`src/rtl/defender_pkg.sv`:
```
// rtl/defender_pkg.sv - shared screen geometry, projectile slot type and hit-box helper
package defender_pkg;

    localparam int SCREEN_H     = 480;
    localparam int COORD_W      = 10;
    localparam int PLAYER_HIT_W = 10;
    localparam int PLAYER_HIT_H = 20;

    typedef logic [COORD_W-1:0] coord_t;

    typedef struct packed {
        logic   valid;
        coord_t x;
        coord_t y;
    } shot_t;

    // One extra bit keeps py + PLAYER_HIT_H from wrapping near the bottom of the coordinate range.
    function automatic logic in_hit_box(input coord_t sx, input coord_t sy,
                                        input coord_t px, input coord_t py);
        logic [COORD_W:0] dx;
        logic [COORD_W:0] y_end;
        dx    = (sx >= px) ? ({1'b0, sx} - {1'b0, px}) : ({1'b0, px} - {1'b0, sx});
        y_end = {1'b0, py} + (COORD_W+1)'(PLAYER_HIT_H);
        return (dx < (COORD_W+1)'(PLAYER_HIT_W)) && (sy >= py) && ({1'b0, sy} < y_end);
    endfunction

endpackage

```
`src/rtl/rr_arbiter.sv`:
```
// rtl/rr_arbiter.sv - combinational round-robin pick, search starts at a pointer held by the parent
module rr_arbiter #(
    parameter int N = 4,
    parameter int W = (N > 1) ? $clog2(N) : 1
) (
    input  logic [N-1:0] req,
    input  logic [W-1:0] ptr,
    output logic [N-1:0] gnt,
    output logic [W-1:0] winner,
    output logic         found
);

    logic [W-1:0] idx;

    always_comb begin
        gnt    = '0;
        winner = '0;
        found  = 1'b0;
        idx    = '0;
        for (int i = 0; i < N; i++) begin
            idx = W'((32'(ptr) + 32'(i)) % 32'(N));
            if (!found && req[idx]) begin
                found    = 1'b1;
                winner   = idx;
                gnt[idx] = 1'b1;
            end
        end
    end

endmodule

```
`src/rtl/enemy_fire_sched.sv`:
```
// rtl/enemy_fire_sched.sv - grants invader fire requests into a shared projectile slot pool
module enemy_fire_sched
    import defender_pkg::*;
#(
    parameter int N_REQ    = 4,
    parameter int N_SLOT   = 2,
    parameter int COOLDOWN = 512,
    parameter int SPEED    = 2,
    parameter int Y_LIMIT  = SCREEN_H
) (
    input  logic                    dclk,
    input  logic                    clr,
    input  logic                    play,
    input  logic                    tick,
    input  logic [N_REQ-1:0]        req,
    input  logic [N_REQ*10-1:0]     req_x,
    input  logic [N_REQ*10-1:0]     req_y,
    output logic [N_REQ-1:0]        gnt,
    input  logic [9:0]              player_x,
    input  logic [9:0]              player_y,
    output logic [N_SLOT-1:0]       shot_valid,
    output logic [N_SLOT*10-1:0]    shot_x,
    output logic [N_SLOT*10-1:0]    shot_y,
    output logic                    player_hit,
    output logic                    busy
);

    localparam int PTR_W = (N_REQ > 1) ? $clog2(N_REQ) : 1;
    localparam int CD_W  = (COOLDOWN > 1) ? $clog2(COOLDOWN) : 1;

    localparam logic [CD_W-1:0]  CD_RELOAD = CD_W'(COOLDOWN - 1);
    localparam logic [PTR_W-1:0] PTR_LAST  = PTR_W'(N_REQ - 1);
    localparam coord_t           Y_LIM     = COORD_W'(Y_LIMIT);
    localparam coord_t           STEP_Y    = COORD_W'(SPEED);

    shot_t            slot_q [N_SLOT];
    shot_t            slot_d [N_SLOT];
    logic [CD_W-1:0]  cd_q, cd_d;
    logic [PTR_W-1:0] ptr_q, ptr_d;
    logic             player_hit_q, player_hit_d;

    logic [N_SLOT-1:0] valid_vec;
    logic [N_SLOT-1:0] hit_vec;
    logic [N_REQ-1:0]  arb_gnt;
    logic [PTR_W-1:0]  winner;
    logic              arb_found;
    logic              arb_en;
    logic              grant;
    logic              loaded;
    coord_t            load_x;
    coord_t            load_y;

    always_comb begin
        valid_vec = '0;
        hit_vec   = '0;
        for (int s = 0; s < N_SLOT; s++) begin
            valid_vec[s] = slot_q[s].valid;
            hit_vec[s]   = slot_q[s].valid &&
                           in_hit_box(slot_q[s].x, slot_q[s].y, player_x, player_y);
        end
    end

    rr_arbiter #(
        .N (N_REQ),
        .W (PTR_W)
    ) u_arb (
        .req    (req),
        .ptr    (ptr_q),
        .gnt    (arb_gnt),
        .winner (winner),
        .found  (arb_found)
    );

    // Free-slot test uses registered valid, so a slot freed this cycle is only grantable next cycle.
    assign arb_en = tick & play & (cd_q == '0) & ~(&valid_vec);
    assign grant  = arb_en & arb_found;
    assign gnt    = arb_en ? arb_gnt : '0;

    always_comb begin
        load_x = '0;
        load_y = '0;
        for (int r = 0; r < N_REQ; r++) begin
            if (winner == PTR_W'(r)) begin
                load_x = req_x[r*COORD_W +: COORD_W];
                load_y = req_y[r*COORD_W +: COORD_W];
            end
        end
    end

    always_comb begin
        slot_d       = slot_q;
        cd_d         = cd_q;
        ptr_d        = ptr_q;
        player_hit_d = 1'b0;
        loaded       = 1'b0;
        if (!play) begin
            for (int s = 0; s < N_SLOT; s++) begin
                slot_d[s] = '0;
            end
            cd_d  = '0;
            ptr_d = '0;
        end else begin
            player_hit_d = |hit_vec;
            if (tick) begin
                if (grant) begin
                    cd_d  = CD_RELOAD;
                    ptr_d = (winner == PTR_LAST) ? '0 : winner + 1'b1;
                end else if (cd_q != '0) begin
                    cd_d = cd_q - 1'b1;
                end
            end
            // Hit beats movement; a freshly loaded slot does not move on its load tick.
            for (int s = 0; s < N_SLOT; s++) begin
                if (hit_vec[s]) begin
                    slot_d[s].valid = 1'b0;
                end else if (grant && !loaded && !slot_q[s].valid) begin
                    slot_d[s].valid = 1'b1;
                    slot_d[s].x     = load_x;
                    slot_d[s].y     = load_y;
                    loaded          = 1'b1;
                end else if (tick && slot_q[s].valid) begin
                    if (slot_q[s].y > Y_LIM) begin
                        slot_d[s].valid = 1'b0;
                        slot_d[s].y     = '0;
                    end else begin
                        slot_d[s].y = slot_q[s].y + STEP_Y;
                    end
                end
            end
        end
    end

    always_ff @(posedge dclk or posedge clr) begin
        if (clr) begin
            for (int s = 0; s < N_SLOT; s++) begin
                slot_q[s] <= '0;
            end
            cd_q         <= '0;
            ptr_q        <= '0;
            player_hit_q <= 1'b0;
        end else begin
            slot_q       <= slot_d;
            cd_q         <= cd_d;
            ptr_q        <= ptr_d;
            player_hit_q <= player_hit_d;
        end
    end

    always_comb begin
        shot_x = '0;
        shot_y = '0;
        for (int s = 0; s < N_SLOT; s++) begin
            shot_x[s*COORD_W +: COORD_W] = slot_q[s].x;
            shot_y[s*COORD_W +: COORD_W] = slot_q[s].y;
        end
    end

    assign shot_valid = valid_vec;
    assign busy       = &valid_vec;
    assign player_hit = player_hit_q;

endmodule

```
`config.mk`:
```
export PLATFORM = sky130hd
export DESIGN_NAME = enemy_fire_sched
export DESIGN_NICKNAME = d
export VERILOG_FILES = /design/src/rtl/defender_pkg.sv /design/src/rtl/rr_arbiter.sv /design/src/rtl/enemy_fire_sched.sv
export SDC_FILE = /design/constraint.sdc
export NUM_CORES = 1
export LEC_CHECK = 0
export ABC_AREA = 1
export ABC_CLOCK_PERIOD_IN_PS = 7600
export BUFFER_PORTS_ARGS = -buffer_cell sky130_fd_sc_hd__buf_2
export CORE_MARGIN = 3
export CORE_UTILIZATION = 40
export DETAILED_ROUTE_END_ITERATION = 8
export SYNTH_ARGS = -nofsm -noshare
export SYNTH_HDL_FRONTEND = slang
export SYNTH_HIERARCHICAL = 1
export SYNTH_SLANG_ARGS = --single-unit
```
`constraint.sdc`:
```
create_clock -name dclk -period 7.6 [get_ports dclk]
set_input_delay 0.76 -clock dclk [delete_from_list [all_inputs] [get_ports dclk]]
set_output_delay 0.76 -clock dclk [all_outputs]
set_load 0.1 [all_outputs]
```
==> results of run 1 <==
## metal layers
metal	track usage (%)	vias up
li1	-	4042
met1	32.4	3569
met2	38.2	244
met3	2.31	25
met4	3.16	0
met5	0	-
## state kept, by name, summed over array words and instances (netlist names)
register    flops
cd_q            9
player_hit      1
ptr_q           2
shot_valid      2
shot_x         20
shot_y         20
## synth_stat cells, drive strengths merged, types with 4 or more instances
master / count / area share [%]
xor2: 24 / 2.9
nand2: 334 / 18
nor2: 90 / 5.2
a21oi: 83 / 5.7
inv: 167 / 8.6
fa: 4 / 1.1
nor3: 7 / 0.55
clkbuf: 20 / 1.1
ha: 89 / 15
nand4: 22 / 2.1
a31oi: 4 / 0.34
nand3b: 9 / 0.93
o21ai: 58 / 4.0
nand3: 101 / 7.2
or2: 4 / 0.34
o311ai: 7 / 0.84
buf: 13 / 1.1
o22ai: 7 / 0.60
o211ai: 14 / 1.4
a21boi: 6 / 0.62
xnor2: 4 / 0.48
o31ai: 12 / 1.2
o21bai: 4 / 0.41
dfrtp: 54 / 19
## cells by family (layout without fill, tap and decap cells)
kind of cell             after synthesis  count (layout)  share of synthesized area [%]
AND/OR/NAND/NOR                      570             570                           34.5
AO/OA/AOI/OAI                        206             206                           16.5
buffers and inverters                201             332                           10.8
adder cells (fa/ha/maj)               93              93                           16.4
flip-flops                            54              54                           18.5
XOR/XNOR                              28              28                           3.36
## power groups by stage
stage / Sequential (mW) / Clock (mW) / Combinational, mW
after floorplan: 0.551 / 0 / 0.772
after global placement: 0.409 / 0 / 1.19
after detailed placement: 0.409 / 0 / 1.20
after CTS: 0.404 / 0.273 / 1.21
after global routing: 0.414 / 0.286 / 1.36
final: 0.405 / 0.271 / 1.21
## how the worst max path moves through the flow
stage | startpoint | endpoint | slack (ns) | cells past startpoint
after floorplan | ptr_q[0] | gnt[0] | 3.96 | 10
after global placement | ptr_q[0] | shot_y[2] | 3.64 | 17
after detailed placement | ptr_q[0] | shot_y[2] | 3.51 | 17
after CTS | ptr_q[0] | shot_y[2] | 3.50 | 17
after global routing | ptr_q[0] | shot_y[12] | 2.90 | 17
final | ptr_q[0] | shot_y[5] | 3.40 | 17
## worst max-delay path, stage by stage, from the launching register on
cell and delay, ns:
sky130_fd_sc_hd__dfrtp_1 0.55, sky130_fd_sc_hd__inv_2 0.18, sky130_fd_sc_hd__ha_1 0.40, sky130_fd_sc_hd__inv_1 0.11, sky130_fd_sc_hd__nand3_1 0.09, sky130_fd_sc_hd__nand2_1 0.05, sky130_fd_sc_hd__nor2_1 0.31, sky130_fd_sc_hd__a21oi_1 0.12
sky130_fd_sc_hd__nand3_1 0.16, sky130_fd_sc_hd__inv_1 0.07, sky130_fd_sc_hd__ha_1 0.45, sky130_fd_sc_hd__inv_1 0.65, sky130_fd_sc_hd__nor2_1 0.08, sky130_fd_sc_hd__o311ai_0 0.33, sky130_fd_sc_hd__o21ai_0 0.19, sky130_fd_sc_hd__o22ai_1 0.21
sky130_fd_sc_hd__nand3_1 0.09, sky130_fd_sc_hd__nand2_1 0.08
## per-stage QoR
stage,hold slack (ns),cells,area [um2],power [mW],utilization (%)
finish,0.517,1508,8380,1.89,47.6
global placement,0.513,1500,8200,1.60,46.6
detailed placement,0.502,1500,8200,1.61,46.6
floorplan,0.486,1152,7290,1.32,-
CTS,0.516,1508,8380,1.88,47.6
global route,0.534,1508,8380,2.06,47.6
## final cells by class
| cell class | instances | area share, % |
|---|---|---|
| clock inverter | 3 | 0.583 |
| multi-input combinational | 897 | 61.5 |
| timing repair buffer | 156 | 9.35 |
| sequential | 54 | 16.1 |
| inverter | 168 | 7.53 |
| clock buffer | 5 | 1.49 |
| tap | 225 | 3.36 |
==> out/metrics.cfg, run 1 <==
[routing]
met2RoutedLength_mm = 10.7
route.detailed.vias_per_inst = 5.23
drt-wirelength-per-cell_um = 15.3
maxUsedRoutingLayer = met4
detailedRoute.firstIterationViolations = 409
drt-total-wl_mm = 23.1
routedLengthMet1_mm = 10.9
detailroute.via_count = 7880
routed_wl_met3_mm = 1.23
drtAntennaViolNets = 0
detail_route.drc_violations = 0
drt_first_pass_iters = 5

[critical_path]
path_class = reg -> reg
rrSetupSlack_ns = 3.40
r2r_endpoint = shot_y[5]
timing.critical_path.fanout_max = 21
critical_path_arrival_ns = 4.43
rr_worst_depth = 17
critical_path.startpoint_type = flop
endpoint_kind = flop
worstReg2RegStart = ptr_q[0]
cp.required_ns = 7.83

[placed_design]
detailedPlacementHpwl_mm = 19.1
globalplace.congestion = 0.914
io_buffers = 155
place_worst_setup_slack_ns = 3.51

[timing]
maxClockFrequency_ghz = 0.238
layout_worst_path_cycle_share_pct = 55.2
report.final.setup_viol = 0
slew_headroom_pct = 22.2
tightest_slew_ns = 1.17
final.setup.tns_ns = 0
finalHoldViolCount = 0
final_period_minus_worst_setup_slack_ns = 4.20
final_max_slew_viol_count = 0
grt_setup_unrepaired = no
layout_setup_ws_ns = 3.40
finClkSkew_ns = 0.00576

[layout]
regArea_mm2 = 0.00135
diodes = 0
synthToLayoutAreaGrowth_pct = 14.8
final_cell_mix = 319 x sky130_fd_sc_hd__nand2_1, 160 x sky130_fd_sc_hd__inv_1, 155 x sky130_fd_sc_hd__buf_2
fillCellCount = 1889
nNetsFinal = 1483
drive_gt1_share_pct = 16.1
footprint_of_the_multi_input_gates_mm2 = 0.00515
final_common_cell = sky130_fd_sc_hd__nand2_1

[power]
p_switching_mw = 1.04
vdd_drop_max_mv = 0.201
p_sw_share_pct = 55.0
power.combinational.fraction_pct = 64.2
power_density_mw_per_mm2 = 225
power.sequential.fraction_pct = 21.4
leakage_power_nw = 4.68
clock_power_share_pct = 14.4
cell_internal_pwr_mw = 0.850

[logic_synthesis]
primary_ff_master_synth = sky130_fd_sc_hd__dfrtp_1
netlist_instances = 1152
syn_avg_cell_area_um2 = 6.33
postSynth.asyncResetShare_pct = 100
yosys_warnings = 6
post_synth_instance_area_mm2 = 0.00729
synth.yosys.seq_area_share_pct = 18.5
synth_edf_count = 0
netlist-cell-type-count = 51
ys_seq_elements = 54
synth.net_count = 1353

[global_routing]
global_route_wire_length_before_repair_mm = 37.3
grt_start_max_net_pins = 55
grt_antenna_before_repair = 0
gr-total-overflow = 0
track_usage_pct = 22.7
first_global_vias = 7256

[floorplanning]
initial_core_util_pct = 41.4
design.portCount = 156
std_cell_rows = 48
std_cell_core_area_mm2 = 0.0176
die_area_mm2 = 0.0199
die_height_um = 141
die_x_um = 141

[run]
drv_cap = 0

[clock_tree]
post_cts_clock_slew_at_the_launch_and_capture_registers_of_the_worst_setup_and_hold_paths_ns = 0.07
clk-insertion-delay-late_ns = 0.29
tritoncts = built
cts_setup_buffers = 0
clock-sinks = 54
clock_path_buffers = 2
number_of_buffers_inserted_for_hold_repair_after_clock_tree_synthesis = 0
number_of_buffers_created_by_cts = 5
post_cts_resized = 0
cts.root.buffer_cell = sky130_fd_sc_hd__clkbuf_16
htree_num_levels = 2

[outcome]
outcome = completed

[worst_hold_path]
worstHoldStart = shot_y[0]
hold-path-cell-count = 2
hold-path-endpoint = shot_y[0]
hold_path_class = reg -> reg

No activity file was read; power rests on OpenSTA's default activity.
==> inputs of run 2 (changes only) <==
--- a/config.mk
+++ b/config.mk
@@ -6,7 +6,7 @@
 export NUM_CORES = 1
 export LEC_CHECK = 0
 export ABC_AREA = 1
-export ABC_CLOCK_PERIOD_IN_PS = 7600
+export ABC_CLOCK_PERIOD_IN_PS = 4230
 export BUFFER_PORTS_ARGS = -buffer_cell sky130_fd_sc_hd__buf_2
 export CORE_MARGIN = 3
 export CORE_UTILIZATION = 40
==> constraint.sdc (replaced) <==
create_clock -name dclk -period 4.23 [get_ports dclk]
set_input_delay 0.423 -clock dclk [delete_from_list [all_inputs] [get_ports dclk]]
set_output_delay 0.423 -clock dclk [all_outputs]
set_load 0.1 [all_outputs]
==> run 2 against run 1 <==
Effect of this change: non-clock buffer count is 5 higher; die area stayed put; global-route usage is 0.15 points lower; highest routed layer unchanged.
==> out/metrics.cfg, run 2 (same netlist as run 1, synthesis figures left out) <==
[critical_path]
r2r_endpoint = shot_y[6]
crit_family = compound AO/OA/AOI/OAI gates
crit_path_most_repeated_cell = sky130_fd_sc_hd__nand3_1
cell_by_cell_listing_of_the_critical_path = inv_2 > ha_1 > inv_1 > nand3_1 > nand2_1 > nor2_1 > a21oi_1 > nand3_1 > inv_1 > ha_1 > a21oi_1 > o311ai_0 > o21ai_0 > o22ai_1 > nand3_1 > nand2_1
cp.required_ns = 4.47  ; -3.36 ns
rrSetupSlack_ns = 0.51  ; -2.89 ns
worst-path-stages = 16  ; -1
crit_buf_inv = 3  ; -1
critPathSlowestCell = sky130_fd_sc_hd__ha_1
worstReg2RegStart = ptr_q[0]
timing.critical_path.fanout_max = 20  ; -4.8%
rr_worst_depth = 16  ; -1
critical_path.startpoint_type = flop
critical_path_arrival_ns = 3.96  ; -0.47 ns
cp_slowest_stage_delay_ns = 0.66  ; about the same
path_class = reg -> reg
endpoint_kind = flop

[floorplanning]
die_x_um = 141  ; unchanged
die_height_um = 141  ; unchanged
initial_core_util_pct = 41.4  ; unchanged
die_area_mm2 = 0.0199  ; unchanged
std_cell_core_area_mm2 = 0.0176  ; unchanged
design.portCount = 156  ; unchanged
std_cell_rows = 48  ; unchanged

[run]
drv_cap = 0  ; unchanged

[timing]
tightest_slew_ns = 0.761  ; -0.406 ns
grt_setup_unrepaired = no
final_period_minus_worst_setup_slack_ns = 3.72  ; -0.476 ns
maxClockFrequency_ghz = 0.269  ; +13%
final_max_slew_viol_count = 0  ; unchanged
finClkSkew_ns = 0.0109  ; +0.00514 ns
slew_headroom_pct = 49.2  ; +27 points
finalHoldViolCount = 0  ; unchanged
final.setup.tns_ns = 0  ; unchanged
layout_worst_path_cycle_share_pct = 87.9  ; +33 points
report.final.setup_viol = 0  ; unchanged
layout_setup_ws_ns = 0.510  ; -2.89 ns

[layout]
diodes = 0  ; unchanged
drive_gt1_share_pct = 16.4  ; +0.33 points
final_cell_mix = 319 x sky130_fd_sc_hd__nand2_1, 160 x sky130_fd_sc_hd__inv_1, 155 x sky130_fd_sc_hd__buf_2
design_area_mm2 = 0.00839  ; +0.21%
fillCellCount = 1882  ; -0.37%
synthToLayoutAreaGrowth_pct = 15.1
nNetsFinal = 1488  ; +0.34%
final_common_cell = sky130_fd_sc_hd__nand2_1
post_layout_nonfiller_instances = 1513  ; +0.33%

[worst_hold_path]
hold_path_class = in -> async

[placed_design]
io_buffers = 155  ; unchanged
detailedPlacementHpwl_mm = 19.1  ; +0.22%
place_worst_setup_slack_ns = 0.556  ; -2.95 ns
placed_cells_incl_taps = 1505  ; +0.33%
globalplace.congestion = 0.917  ; +0.24%
post_dp_cell_area_mm2 = 0.00824  ; +0.46%

[global_routing]
global_route_wire_length_before_repair_mm = 37.3  ; about the same
global_route.usage.met2_pct = 38.7  ; +0.45 points
grt.met3_usage_pct = 2.31  ; unchanged
first_global_vias = 7313  ; +0.79%
grt_start_max_net_pins = 55  ; unchanged
track_usage_pct = 22.6  ; -0.15 points
global_route.peak_usage_layer = met2
grt_antenna_before_repair = 0  ; unchanged
gr-total-overflow = 0  ; unchanged
grt_use_met1_pct = 31.4  ; -0.94 points

[outcome]
outcome = completed

[clock_tree]
cts_setup_buffers = 0  ; unchanged
number_of_buffers_inserted_for_hold_repair_after_clock_tree_synthesis = 0  ; unchanged
cts.root.buffer_cell = sky130_fd_sc_hd__clkbuf_16
post_cts_resized = 0  ; unchanged
clock_path_buffers = 2  ; unchanged
post_cts_clock_slew_at_the_launch_and_capture_registers_of_the_worst_setup_and_hold_paths_ns = 0.08  ; about the same
clk-insertion-delay-late_ns = 0.30  ; about the same
htree_num_levels = 2  ; unchanged
tritoncts = built
clock-sinks = 54  ; unchanged
number_of_buffers_created_by_cts = 5  ; unchanged

[power]
leakage_power_nw = 4.70  ; +0.41%
vdd_drop_max_mv = 0.398  ; +98%
power_density_mw_per_mm2 = 402  ; +78%

[routing]
drt_first_pass_iters = 5  ; unchanged
detail_route.drc_violations = 0  ; unchanged
detailedRoute.firstIterationViolations = 386  ; -5.6%
drt-total-wl_mm = 22.9  ; -0.71%
route.detailed.vias_per_inst = 5.18  ; -0.79%
drt-wirelength-per-cell_um = 15.2  ; -1.0%
detailroute.via_count = 7844  ; -0.46%
drtAntennaViolNets = 0  ; unchanged

-- run 2: changes by cell type in the layout (fill, tap and decap cells not counted) --
cell / change
sky130_fd_sc_hd__bufinv_16: -1
sky130_fd_sc_hd__clkinv_4: +2
sky130_fd_sc_hd__buf_4: +5
sky130_fd_sc_hd__clkinvlp_4: -1
-- run 2: layer usage --
layer / routed length [um] / share of wire, % / up-vias
li1: - / - / 4055
met1: 10900 / 47 / 3530
met2: 10800 / 47 / 235
met3: 1030 / 4.5 / 24
met4: 271 / 1.2 / 0
met5: 0 / 0 / -
-- run 2: layout make-up --
cell class              instances  area (um2)  share of cell area, %
flip-flops and latches         54        1350                   16.1
inverters                     168         631                   7.51
clock inverters                 3        28.8                  0.343
repair buffers                161         821                   9.78
well taps                     225         282                   3.35
clock buffers                   5         125                   1.49
multi-input cells             897        5150                   61.4
-- run 2: how the worst max path moves through the flow --
stage / start / to
6_report: ptr_q[0] / shot_y[6]
5_1_grt: ptr_q[0] / shot_y[14]
4_1_cts: ptr_q[0] / shot_y[18]
3_5_place_dp: ptr_q[0] / shot_y[16]
3_3_place_gp: ptr_q[0] / shot_y[2]
2_1_floorplan: ptr_q[0] / gnt[0]
-- run 2: power by group --
part	leakage (nW)	internal (mW)	switching, mW
Sequential	0.741	0.590	0.131
Combinational	3.88	0.674	1.55
Clock	0.0759	0.226	0.206
-- run 2: worst reg2reg max path, delay by kind of cell, from the launching register on --
family / cells / cell delay (ns)
compound gates: 5 / 1.07
fa+ha+maj: 2 / 1.05
simple gates: 6 / 0.56
flops: 1 / 0.55
buf+inv: 3 / 0.43
-- run 2: stage by stage --
stage               hold WS, ns  utilization [%]  power, mW
finish                    0.325             47.7       3.37
global route              0.396             47.7       3.69
floorplan                 0.486                -       2.38
detailed placement        0.489             46.8       2.95
global placement          0.505             46.8       2.94
CTS                       0.356             47.7       3.39
